===== src/rtl/alu_exec_pkg.sv =====
// Shared types and constants for the E-stage ALU and its M-stage pipeline register.
package alu_exec_pkg;

  localparam int DATA_W  = 32;
  localparam int REG_W   = 5;
  localparam int MUL_LAT = 5;
  localparam int CNT_W   = $clog2(MUL_LAT);

  typedef enum logic [2:0] {
    OP_AND = 3'b000,
    OP_OR  = 3'b001,
    OP_ADD = 3'b010,
    OP_MUL = 3'b011,
    OP_XOR = 3'b100,
    OP_SLL = 3'b101,
    OP_SUB = 3'b110,
    OP_SLT = 3'b111
  } aluOp_t;

  typedef logic [DATA_W-1:0] word_t;

  typedef struct packed {
    word_t             aluOut;
    logic              zero;
    word_t             branchTarget;
    word_t             writeData;
    word_t             pc;
    logic [REG_W-1:0]  writeReg;
  } mStage_t;

endpackage


===== src/rtl/alu_exec_if.sv =====
// E-stage inputs and M-stage outputs of alu_exec, bundled as one interface.
interface alu_exec_if;
  import alu_exec_pkg::*;

  logic             en;
  logic             flush;
  word_t            src_a;
  word_t            src_b;
  logic [2:0]       alu_ctrl;
  word_t            pc_e;
  word_t            imm_e;
  word_t            write_data_e;
  logic [REG_W-1:0] write_reg_e;

  logic             busy;
  word_t            alu_out_m;
  word_t            branch_target_m;
  word_t            write_data_m;
  word_t            pc_m;
  logic             zero_m;
  logic [REG_W-1:0] write_reg_m;

  modport master (
    output en, flush, src_a, src_b, alu_ctrl, pc_e, imm_e, write_data_e, write_reg_e,
    input  busy, alu_out_m, branch_target_m, write_data_m, pc_m, zero_m, write_reg_m
  );

  modport slave (
    input  en, flush, src_a, src_b, alu_ctrl, pc_e, imm_e, write_data_e, write_reg_e,
    output busy, alu_out_m, branch_target_m, write_data_m, pc_m, zero_m, write_reg_m
  );

endinterface


===== src/rtl/alu_exec_alu.sv =====
// ALU datapath plus multi-cycle MUL sequencer.
// MUL is implemented only when ALU_EXEC_MUL_EN is defined; otherwise op 011 returns 0.
module alu_exec_alu
  import alu_exec_pkg::*;
(
`ifdef ALU_EXEC_MUL_EN
  input  logic   clk,
  input  logic   reset,
  input  logic   en,
`endif
  input  word_t  srcA,
  input  word_t  srcB,
  input  aluOp_t aluCtrl,
  output word_t  result,
  output logic   busy
);

  word_t mulResult;

`ifdef ALU_EXEC_MUL_EN
  logic [CNT_W-1:0] cnt;
  logic             done;
  logic             mulOp;
  logic             mulLast;
  logic             advance;

  assign mulOp     = (aluCtrl == OP_MUL);
  assign mulLast   = (cnt == CNT_W'(MUL_LAT - 1));
  assign busy      = mulOp && !done && !mulLast;
  assign advance   = en && !busy;
  assign mulResult = srcA * srcB;

  // The counter runs regardless of en; done parks a finished MUL until the stage advances.
  // NOTE: sequential state uses non-blocking assignments so every flop samples pre-edge values.
  always_ff @(posedge clk or posedge reset) begin
    if (reset) begin
      cnt  <= '0;
      done <= 1'b0;
    end else if (advance) begin
      cnt  <= '0;
      done <= 1'b0;
    end else if (mulOp && !done) begin
      if (mulLast) begin
        done <= 1'b1;
        cnt  <= '0;
      end else begin
        cnt <= cnt + CNT_W'(1);
      end
    end else if (!mulOp) begin
      cnt <= '0;
    end
  end
`else
  assign busy      = 1'b0;
  assign mulResult = '0;
`endif

  // NOTE: result gets a default first so no path through the case can infer a latch.
  always_comb begin
    result = '0;
    case (aluCtrl)
      OP_AND: result = srcA & srcB;
      OP_OR:  result = srcA | srcB;
      OP_ADD: result = srcA + srcB;
      OP_MUL: result = mulResult;
      OP_XOR: result = srcA ^ srcB;
      OP_SLL: result = srcA << srcB[4:0];
      OP_SUB: result = srcA - srcB;
      OP_SLT: result = {{(DATA_W-1){1'b0}}, ($signed(srcA) < $signed(srcB))};
    endcase
  end

endmodule


===== src/rtl/alu_exec.sv =====
// Execute stage: ALU, branch-target adder and E->M pipeline register.
// Optional multi-cycle MUL enabled with ALU_EXEC_MUL_EN.
module alu_exec
  import alu_exec_pkg::*;
(
  input logic       clk,
  input logic       reset,
  alu_exec_if.slave bus
);

  word_t   aluResult;
  logic    busy;
  logic    advance;
  mStage_t mReg;
  mStage_t mNext;

  alu_exec_alu uAlu (
`ifdef ALU_EXEC_MUL_EN
    .clk     (clk),
    .reset   (reset),
    .en      (bus.en),
`endif
    .srcA    (bus.src_a),
    .srcB    (bus.src_b),
    .aluCtrl (aluOp_t'(bus.alu_ctrl)),
    .result  (aluResult),
    .busy    (busy)
  );

  assign advance = bus.en && !busy;

  // A flush loads an all-zero bubble, which also targets x0.
  always_comb begin
    mNext = '0;
    if (!bus.flush) begin
      mNext = '{
        aluOut:       aluResult,
        zero:         (aluResult == '0),
        branchTarget: bus.pc_e + bus.imm_e,
        writeData:    bus.write_data_e,
        pc:           bus.pc_e,
        writeReg:     bus.write_reg_e
      };
    end
  end

  always_ff @(posedge clk or posedge reset) begin
    if (reset) begin
      mReg <= '0;
    end else if (advance) begin
      mReg <= mNext;
    end
  end

  assign bus.busy            = busy;
  assign bus.alu_out_m       = mReg.aluOut;
  assign bus.zero_m          = mReg.zero;
  assign bus.branch_target_m = mReg.branchTarget;
  assign bus.write_data_m    = mReg.writeData;
  assign bus.pc_m            = mReg.pc;
  assign bus.write_reg_m     = mReg.writeReg;

endmodule


===== src/flat_wrapper.sv =====
// flat-port wrapper written by rule: the top's interface ports become plain ports
module alu_exec_flat import alu_exec_pkg::*;
  (clk, reset, bus_en, bus_flush, bus_src_a, bus_src_b, bus_alu_ctrl, bus_pc_e, bus_imm_e, bus_write_data_e, bus_write_reg_e, bus_busy, bus_alu_out_m, bus_branch_target_m, bus_write_data_m, bus_pc_m, bus_zero_m, bus_write_reg_m);
  alu_exec_if bus_i ();
  input logic clk;
  input logic reset;
  input wire logic [$bits(bus_i.en)-1:0] bus_en;
  input wire logic [$bits(bus_i.flush)-1:0] bus_flush;
  input wire logic [$bits(bus_i.src_a)-1:0] bus_src_a;
  input wire logic [$bits(bus_i.src_b)-1:0] bus_src_b;
  input wire logic [$bits(bus_i.alu_ctrl)-1:0] bus_alu_ctrl;
  input wire logic [$bits(bus_i.pc_e)-1:0] bus_pc_e;
  input wire logic [$bits(bus_i.imm_e)-1:0] bus_imm_e;
  input wire logic [$bits(bus_i.write_data_e)-1:0] bus_write_data_e;
  input wire logic [$bits(bus_i.write_reg_e)-1:0] bus_write_reg_e;
  output wire logic [$bits(bus_i.busy)-1:0] bus_busy;
  output wire logic [$bits(bus_i.alu_out_m)-1:0] bus_alu_out_m;
  output wire logic [$bits(bus_i.branch_target_m)-1:0] bus_branch_target_m;
  output wire logic [$bits(bus_i.write_data_m)-1:0] bus_write_data_m;
  output wire logic [$bits(bus_i.pc_m)-1:0] bus_pc_m;
  output wire logic [$bits(bus_i.zero_m)-1:0] bus_zero_m;
  output wire logic [$bits(bus_i.write_reg_m)-1:0] bus_write_reg_m;
  assign bus_i.en = bus_en;
  assign bus_i.flush = bus_flush;
  assign bus_i.src_a = bus_src_a;
  assign bus_i.src_b = bus_src_b;
  assign bus_i.alu_ctrl = bus_alu_ctrl;
  assign bus_i.pc_e = bus_pc_e;
  assign bus_i.imm_e = bus_imm_e;
  assign bus_i.write_data_e = bus_write_data_e;
  assign bus_i.write_reg_e = bus_write_reg_e;
  assign bus_busy = bus_i.busy;
  assign bus_alu_out_m = bus_i.alu_out_m;
  assign bus_branch_target_m = bus_i.branch_target_m;
  assign bus_write_data_m = bus_i.write_data_m;
  assign bus_pc_m = bus_i.pc_m;
  assign bus_zero_m = bus_i.zero_m;
  assign bus_write_reg_m = bus_i.write_reg_m;
  alu_exec u_core (.clk(clk), .reset(reset), .bus(bus_i));
endmodule

===== config.mk =====
export PLATFORM = sky130hd
export DESIGN_NAME = alu_exec_flat
export DESIGN_NICKNAME = d
export VERILOG_FILES = /design/src/rtl/alu_exec_pkg.sv /design/src/rtl/alu_exec_if.sv /design/src/rtl/alu_exec_alu.sv /design/src/rtl/alu_exec.sv /design/src/flat_wrapper.sv
export SDC_FILE = /design/constraint.sdc
export NUM_CORES = 1
export LEC_CHECK = 0
export BUFFER_PORTS_ARGS = -buffer_cell sky130_fd_sc_hd__buf_2
export CAP_MARGIN = 15
export CORE_MARGIN = 2
export CORE_UTILIZATION = 56
export DETAILED_ROUTE_END_ITERATION = 10
export PLACE_DENSITY = 0.83
export SLEW_MARGIN = 15
export SYNTH_ARGS = -nofsm -noshare
export SYNTH_HDL_FRONTEND = slang
export SYNTH_SLANG_ARGS = --single-unit

===== constraint.sdc =====
create_clock -name clk -period 5.35 [get_ports clk]
set_clock_uncertainty 0.2 [all_clocks]
set_input_delay 0.8025 -clock clk [delete_from_list [all_inputs] [get_ports clk]]
set_output_delay 0.8025 -clock clk [all_outputs]
set_load 0.02 [all_outputs]

==> flow_metrics.env, run 1 <==
export IMPL_ys_warn_count=0
export IMPL_tightest_slew_ns=0.942
export IMPL_synth_top_flop_cell="dfrtp_1"
export IMPL_power_per_cell_area_nw_per_um2=246
export IMPL_yosys_cell_count_top_type="a21oi_1"
export IMPL_seq_area_um2=3350
export IMPL_start_kind="input port"
export IMPL_drc=0
export IMPL_rsz0062_at_grt="false"
export IMPL_cts_max_path_buffers=2
export IMPL_cts_sinks=134
export IMPL_p_leak_uw=0.00791
export IMPL_clockRootBuffer="clkbuf_16"
export IMPL_track_usage_pct=40.3
export IMPL_fill_cells=1991
export IMPL_drv_slew=0
export IMPL_ir_drop_mv=0.182
export IMPL_post_cts_buffers=0
export IMPL_slew_headroom_pct=37.2
export IMPL_worst_setup_path_end_kind="flip-flop"
export IMPL_syn_nets=1920
export IMPL_ys_seq_area_share_pct=24.8
export IMPL_syn_to_final_growth_pct=18.1
export IMPL_worstPathArrival_ns=4.77
export IMPL_setup_tns_ns=0
export IMPL_status="finished clean"
export IMPL_fin_crit_sh_pct=87.1
export IMPL_holdCritPathClass="reg2reg"
export IMPL_multi_input_area_um2=9310
export IMPL_cp_slowest_stage_delay_ns=0.54
export IMPL_hold_buffers=0
export IMPL_die_area_um2=25400
export IMPL_synthesis_instances=1614
export IMPL_hold_path_startpoint="u_core.bus.alu_out_m[25]"
export IMPL_io_pins=307
export IMPL_grt_ovfl_total=0
export IMPL_grt_max_degree=75
export IMPL_fp_dieH_um=159
export IMPL_synth_edf_count=0
export IMPL_ys_types=84
export IMPL_final_hold_viol_count=0
export IMPL_cp_slowest_cell="or4_1"
export IMPL_yosys_area_top_type="dfrtp_1"
export IMPL_synth_seq_cells=134
export IMPL_cp_top_family="compound AO/OA/AOI/OAI gates"
export IMPL_cp_num_buf_inv=3
export IMPL_vias=14900
export IMPL_htreeDepth=4
export IMPL_clkLatencyLatePin_ns=0.41
export IMPL_wl_per_cell_um=23.9
export IMPL_cts_tree="done"
export IMPL_core_um2=23600
export IMPL_drtIter0Drc=1974
export IMPL_cap_violations=0
export IMPL_path_class="in2reg"
export IMPL_fmax_mhz=215
export IMPL_required_ns=5.46
export IMPL_initial_core_util_pct=57.3
export IMPL_port_buffers=305
export IMPL_syn_area_um2=13500
export IMPL_r2r_start="u_core.bus.write_data_m[0]"
export IMPL_reg2reg_slack_ns=4.37
export IMPL_yosysTopAreaCellShare_pct=24.8
export IMPL_wl_um=52700
export IMPL_antenna_found_initial=1
export IMPL_crit_path_start="bus_src_a[0]"
export IMPL_cts_repair_resized=0
export IMPL_fin_nets=2183
export IMPL_synthArstFlopShare_pct=100
export IMPL_finalCriticalPeriod_ns=4.66
export IMPL_viasPerCell=6.72
export IMPL_synthTopCellsByCount="165 x a21oi_1, 134 x dfrtp_1, 131 x ha_1, 129 x nor2_1, 109 x a22o_1"
export IMPL_cpMostUsedCell="inv_1"
export IMPL_grt_pass1_wl_um=81800
export IMPL_setup_violations=0
export IMPL_drive_gt1_share_pct=23.4
export IMPL_first_pass_iters=6
export IMPL_clkSlewWorstSetupHoldPaths_ns=0.06
export IMPL_grt_pass1_vias=14300
export IMPL_synthTopCellsByArea="dfrtp_1 25%, ha_1 12%, a22o_1 7.1%"
export IMPL_die_w_um=159
export IMPL_cts_buffers_inserted=17
export IMPL_worstPathMaxFanout=6
export IMPL_p_total_uw=3930
export IMPL_synth_avg_cell_area_um2=8.39
export IMPL_crit_chain="buf_2 -> inv_1 -> ha_1 -> inv_1 -> fa_1 -> nor2b_1 -> o21ai_0 -> mux2i_1 -> o32a_1 -> a32o_1 -> a2111oi_0 -> nand4_1 -> nor4_1 -> nand4b_1 -> or4_1 -> o41ai_2"
export IMPL_place_hpwl_um=40000
export IMPL_antenna_left=0
export IMPL_place_congestion=1.06
export IMPL_rows=56
per-stage QoR:
stage,utilization [%],cell area (um2),setup WS (ns),hold WS [ns],cells
finish,67.7,16000,0.688,0.281,2210
floorplan,-,13500,0.385,0.394,1614
global route,67.7,16000,0.377,0.305,2210
CTS,67.7,16000,0.765,0.286,2209
detailed placement,65.2,15400,0.357,0.269,2177
global placement,65.2,15400,0.331,0.262,2177
registers in the layout (all words and copies together) (netlist names):
register,cells
u_core.bus.branch_target_m,32
u_core.bus.pc_m,32
u_core.bus.write_data_m,32
u_core.bus.write_reg_m,5
u_core.bus.alu_out_m,32
u_core.bus.zero_m,1
placed cells by master (no fill, tap or decap), drive strengths merged, types with 8 or more instances in the layout:
cell type  instances
buf              356
a21oi            166
dfrtp            134
ha               131
nor2             129
inv              111
a22o             109
nand2            108
o21ai             56
nand3             40
xnor2             36
a21o              32
mux2i             27
mux4              25
o2bb2ai           24
a31oi             24
o211ai            23
nor3              23
o22ai             22
a211oi            20
clkbuf            18
o21bai            15
nand2b            14
o31ai             14
nor2b             12
o21a              12
and4              11
or3               11
or4               10
a221oi            10
nand4              9
nor4               8
xor2               8
a2111oi            8
path summary, 6_finish.rpt:
path / endpoint / cells past startpoint
setup / recovery: u_core.bus.zero_m / 16
hold / removal: u_core.bus.alu_out_m[25] / 1
setup reg to reg: u_core.bus.write_data_m[0] / 1
hold reg to reg: u_core.bus.alu_out_m[25] / 1
max in group asynchronous: u_core.bus.branch_target_m[18] / 3
min in group asynchronous: u_core.bus.pc_m[30] / 2
power breakdown:
| group | total, uW | switching, uW | internal, uW | leakage, uW |
|---|---|---|---|---|
| Combinational | 1570 | 986 | 586 | 0.00588 |
| Sequential | 1180 | 62.9 | 1110 | 0.00175 |
| Clock | 1180 | 488 | 691 | 0.000277 |
area by class of cell:
cell class	count	share of cell area, %
inverters	109	2.61
well taps	319	2.50
diodes	1	0.0157
repair buffers	356	12.0
multi-input cells	1259	58.3
flip-flops and latches	134	21.0
clock buffers	18	2.68
clock inverters	14	0.939
kinds of logic after synthesis:
logic type	after synthesis	share of synthesized area, %
compound gates	615	32.3
simple gates	406	14.2
buf+inv	221	6.51
fa+ha+maj	134	12.5
flops	134	24.8
mux	59	6.74
xor+xnor	44	2.85
other cells	1	0.0277
routing by layer:
layer / global-route usage, % / up-vias / share of wire [%]
li1: - / 6588 / -
met1: 53.5 / 7057 / 40
met2: 62.8 / 978 / 45
met3: 7.35 / 233 / 9.5
met4: 21.2 / 0 / 6.0
met5: 0 / - / 0
Power figures use the tool's default switching activity.
==> inputs of run 2 (changes only) <==
Settings changed: BUFFER_PORTS_ARGS -buffer_cell sky130_fd_sc_hd__buf_2 to -buffer_cell sky130_fd_sc_hd__buf_4.
==> run 2 against run 1 <==
Setup slack lost 0.35 ns. Largest cell class unchanged. Power grew 3.7%. First-iteration DRC count shrank 13%. Hold slack better by 0.0061 ns. Via count fell by 0.56%. Clock power up 4%.
==> flow_metrics.env, run 2 (same netlist as run 1, synthesis figures left out) <==
export IMPL_status="finished clean"
export IMPL_tightest_slew_ns=1.12
export IMPL_p_total_uw=4070
export IMPL_ir_drop_mv=0.218
export IMPL_hold_buffers=0
export IMPL_initial_core_util_pct=57.3
export IMPL_wl_per_cell_um=24.0
export IMPL_setup_tns_ns=0
export IMPL_crit_path_start="bus_src_a[4]"
export IMPL_required_ns=5.46
export IMPL_layout_common_cells="348 x buf_4, 165 x a21oi_1, 134 x dfrtp_1"
export IMPL_path_class="in2reg"
export IMPL_clkSlewWorstSetupHoldPaths_ns=0.06
export IMPL_rsz0062_at_grt="false"
export IMPL_vias=14800
export IMPL_port_buffers=305
export IMPL_viasPerCell=6.71
export IMPL_drc=0
export IMPL_antenna_left=0
export IMPL_cts_buffers_inserted=17
export IMPL_clkLatencyLatePin_ns=0.41
export IMPL_first_pass_iters=7
export IMPL_drv_slew=0
export IMPL_grt_pass1_vias=14400
export IMPL_finalCriticalPeriod_ns=5.01
export IMPL_r2r_start="u_core.bus.alu_out_m[4]"
export IMPL_final_common_cell="buf_4"
export IMPL_antenna_found_initial=1
export IMPL_rows=56
export IMPL_cap_violations=0
export IMPL_setup_violations=0
export IMPL_final_hold_viol_count=0
export IMPL_fin_crit_sh_pct=93.6
export IMPL_place_hpwl_um=39700
export IMPL_htreeDepth=4
export IMPL_worstPathArrival_ns=5.12
export IMPL_setup_slack_ns=0.342
export IMPL_post_place_ws_ns=0.121
export IMPL_wl_um=52900
export IMPL_cts_repair_resized=0
export IMPL_grt_pass1_wl_um=82300
export IMPL_fin_nets=2177
export IMPL_cts_tree="done"
export IMPL_io_pins=307
export IMPL_p_leak_uw=0.00808
export IMPL_grt_ovfl_total=0
export IMPL_cts_max_path_buffers=2
export IMPL_syn_to_final_growth_pct=23.6
export IMPL_track_usage_pct=40.6
export IMPL_holdCritPathClass="in2async"
export IMPL_dpl_cell_count=2171
export IMPL_num_antenna_cells=0
export IMPL_timing_rr_end="u_core.bus.alu_out_m[4]"
export IMPL_power_per_cell_area_nw_per_um2=243
export IMPL_clockRootBuffer="clkbuf_16"
export IMPL_r2r_worst_path_cells=1
export IMPL_place_congestion=1.04
export IMPL_worstPathMaxFanout=11
export IMPL_worst_setup_path_end_kind="flip-flop"
export IMPL_grt_max_degree=114
export IMPL_drive_gt1_share_pct=23.1
export IMPL_core_um2=23600
export IMPL_endpoint="u_core.bus.zero_m"
export IMPL_fin_cells=2203
export IMPL_start_kind="input port"
export IMPL_slew_headroom_pct=24.6
export IMPL_die_w_um=159
export IMPL_cts_sinks=134
export IMPL_post_cts_buffers=0
export IMPL_reg2reg_slack_ns=4.37
export IMPL_drtIter0Drc=1717
export IMPL_die_area_um2=25400
export IMPL_fmax_mhz=200
export IMPL_fp_dieH_um=159
-- run 2: worst min-delay path by stage --
stage / start / to / slack, ns
3_3_place_gp: u_core.bus.branch_target_m[23] / u_core.bus.branch_target_m[23] / 0.27
4_1_cts: u_core.bus.branch_target_m[23] / u_core.bus.branch_target_m[23] / 0.29
6_report: reset / u_core.bus.pc_m[30] / 0.29
2_1_floorplan: u_core.bus.branch_target_m[23] / u_core.bus.branch_target_m[23] / 0.39
3_5_place_dp: u_core.bus.branch_target_m[23] / u_core.bus.branch_target_m[23] / 0.28
5_1_grt: u_core.bus.alu_out_m[28] / u_core.bus.alu_out_m[28] / 0.32
-- run 2: where the power goes --
group          leakage [uW]  switching, uW  internal [uW]
Sequential          0.00175           70.2           1110
Clock              0.000289            489            741
Combinational       0.00604            985            674
-- run 2: metal layers --
layer	track usage (%)	vias to the layer above	share of wire, %
met5	0	-	0
met4	16.8	0	4.6
met3	8.23	175	9.3
met2	66.1	935	47
li1	-	6571	-
met1	52.8	7092	39
-- run 2: per-stage QoR --
stage | hold slack [ns] | util, % | instance area [um2]
after detailed placement | 0.275 | 68.3 | 16100
after global routing | 0.318 | 70.9 | 16700
after floorplan | 0.394 | - | 13500
after CTS | 0.291 | 70.8 | 16700
after global placement | 0.267 | 68.3 | 16100
final | 0.287 | 70.9 | 16700
-- run 2: area by class of cell --
cell class | instances | area, um2
Multi-Input combinational cell | 1259 | 9310
Fill cell | 1858 | 6880
Sequential cell | 134 | 3350
Timing Repair Buffer | 350 | 2640
Clock buffer | 19 | 433
Inverter | 109 | 417
Tap cell | 319 | 399
Clock inverter | 13 | 171
-- run 2: worst max-delay path, stage by stage --
cell      delay, ns
buf_4          0.14
inv_1          0.07
ha_1           0.42
nor3_1         0.22
o21ai_0        0.29
and4_1         0.36
o41ai_4        0.35
buf_4          0.21
o211ai_1       0.12
a21oi_1        0.34
a211oi_1       0.21
o31a_1         0.36
nand4b_1       0.31
or4_1          0.58
o41ai_2        0.33
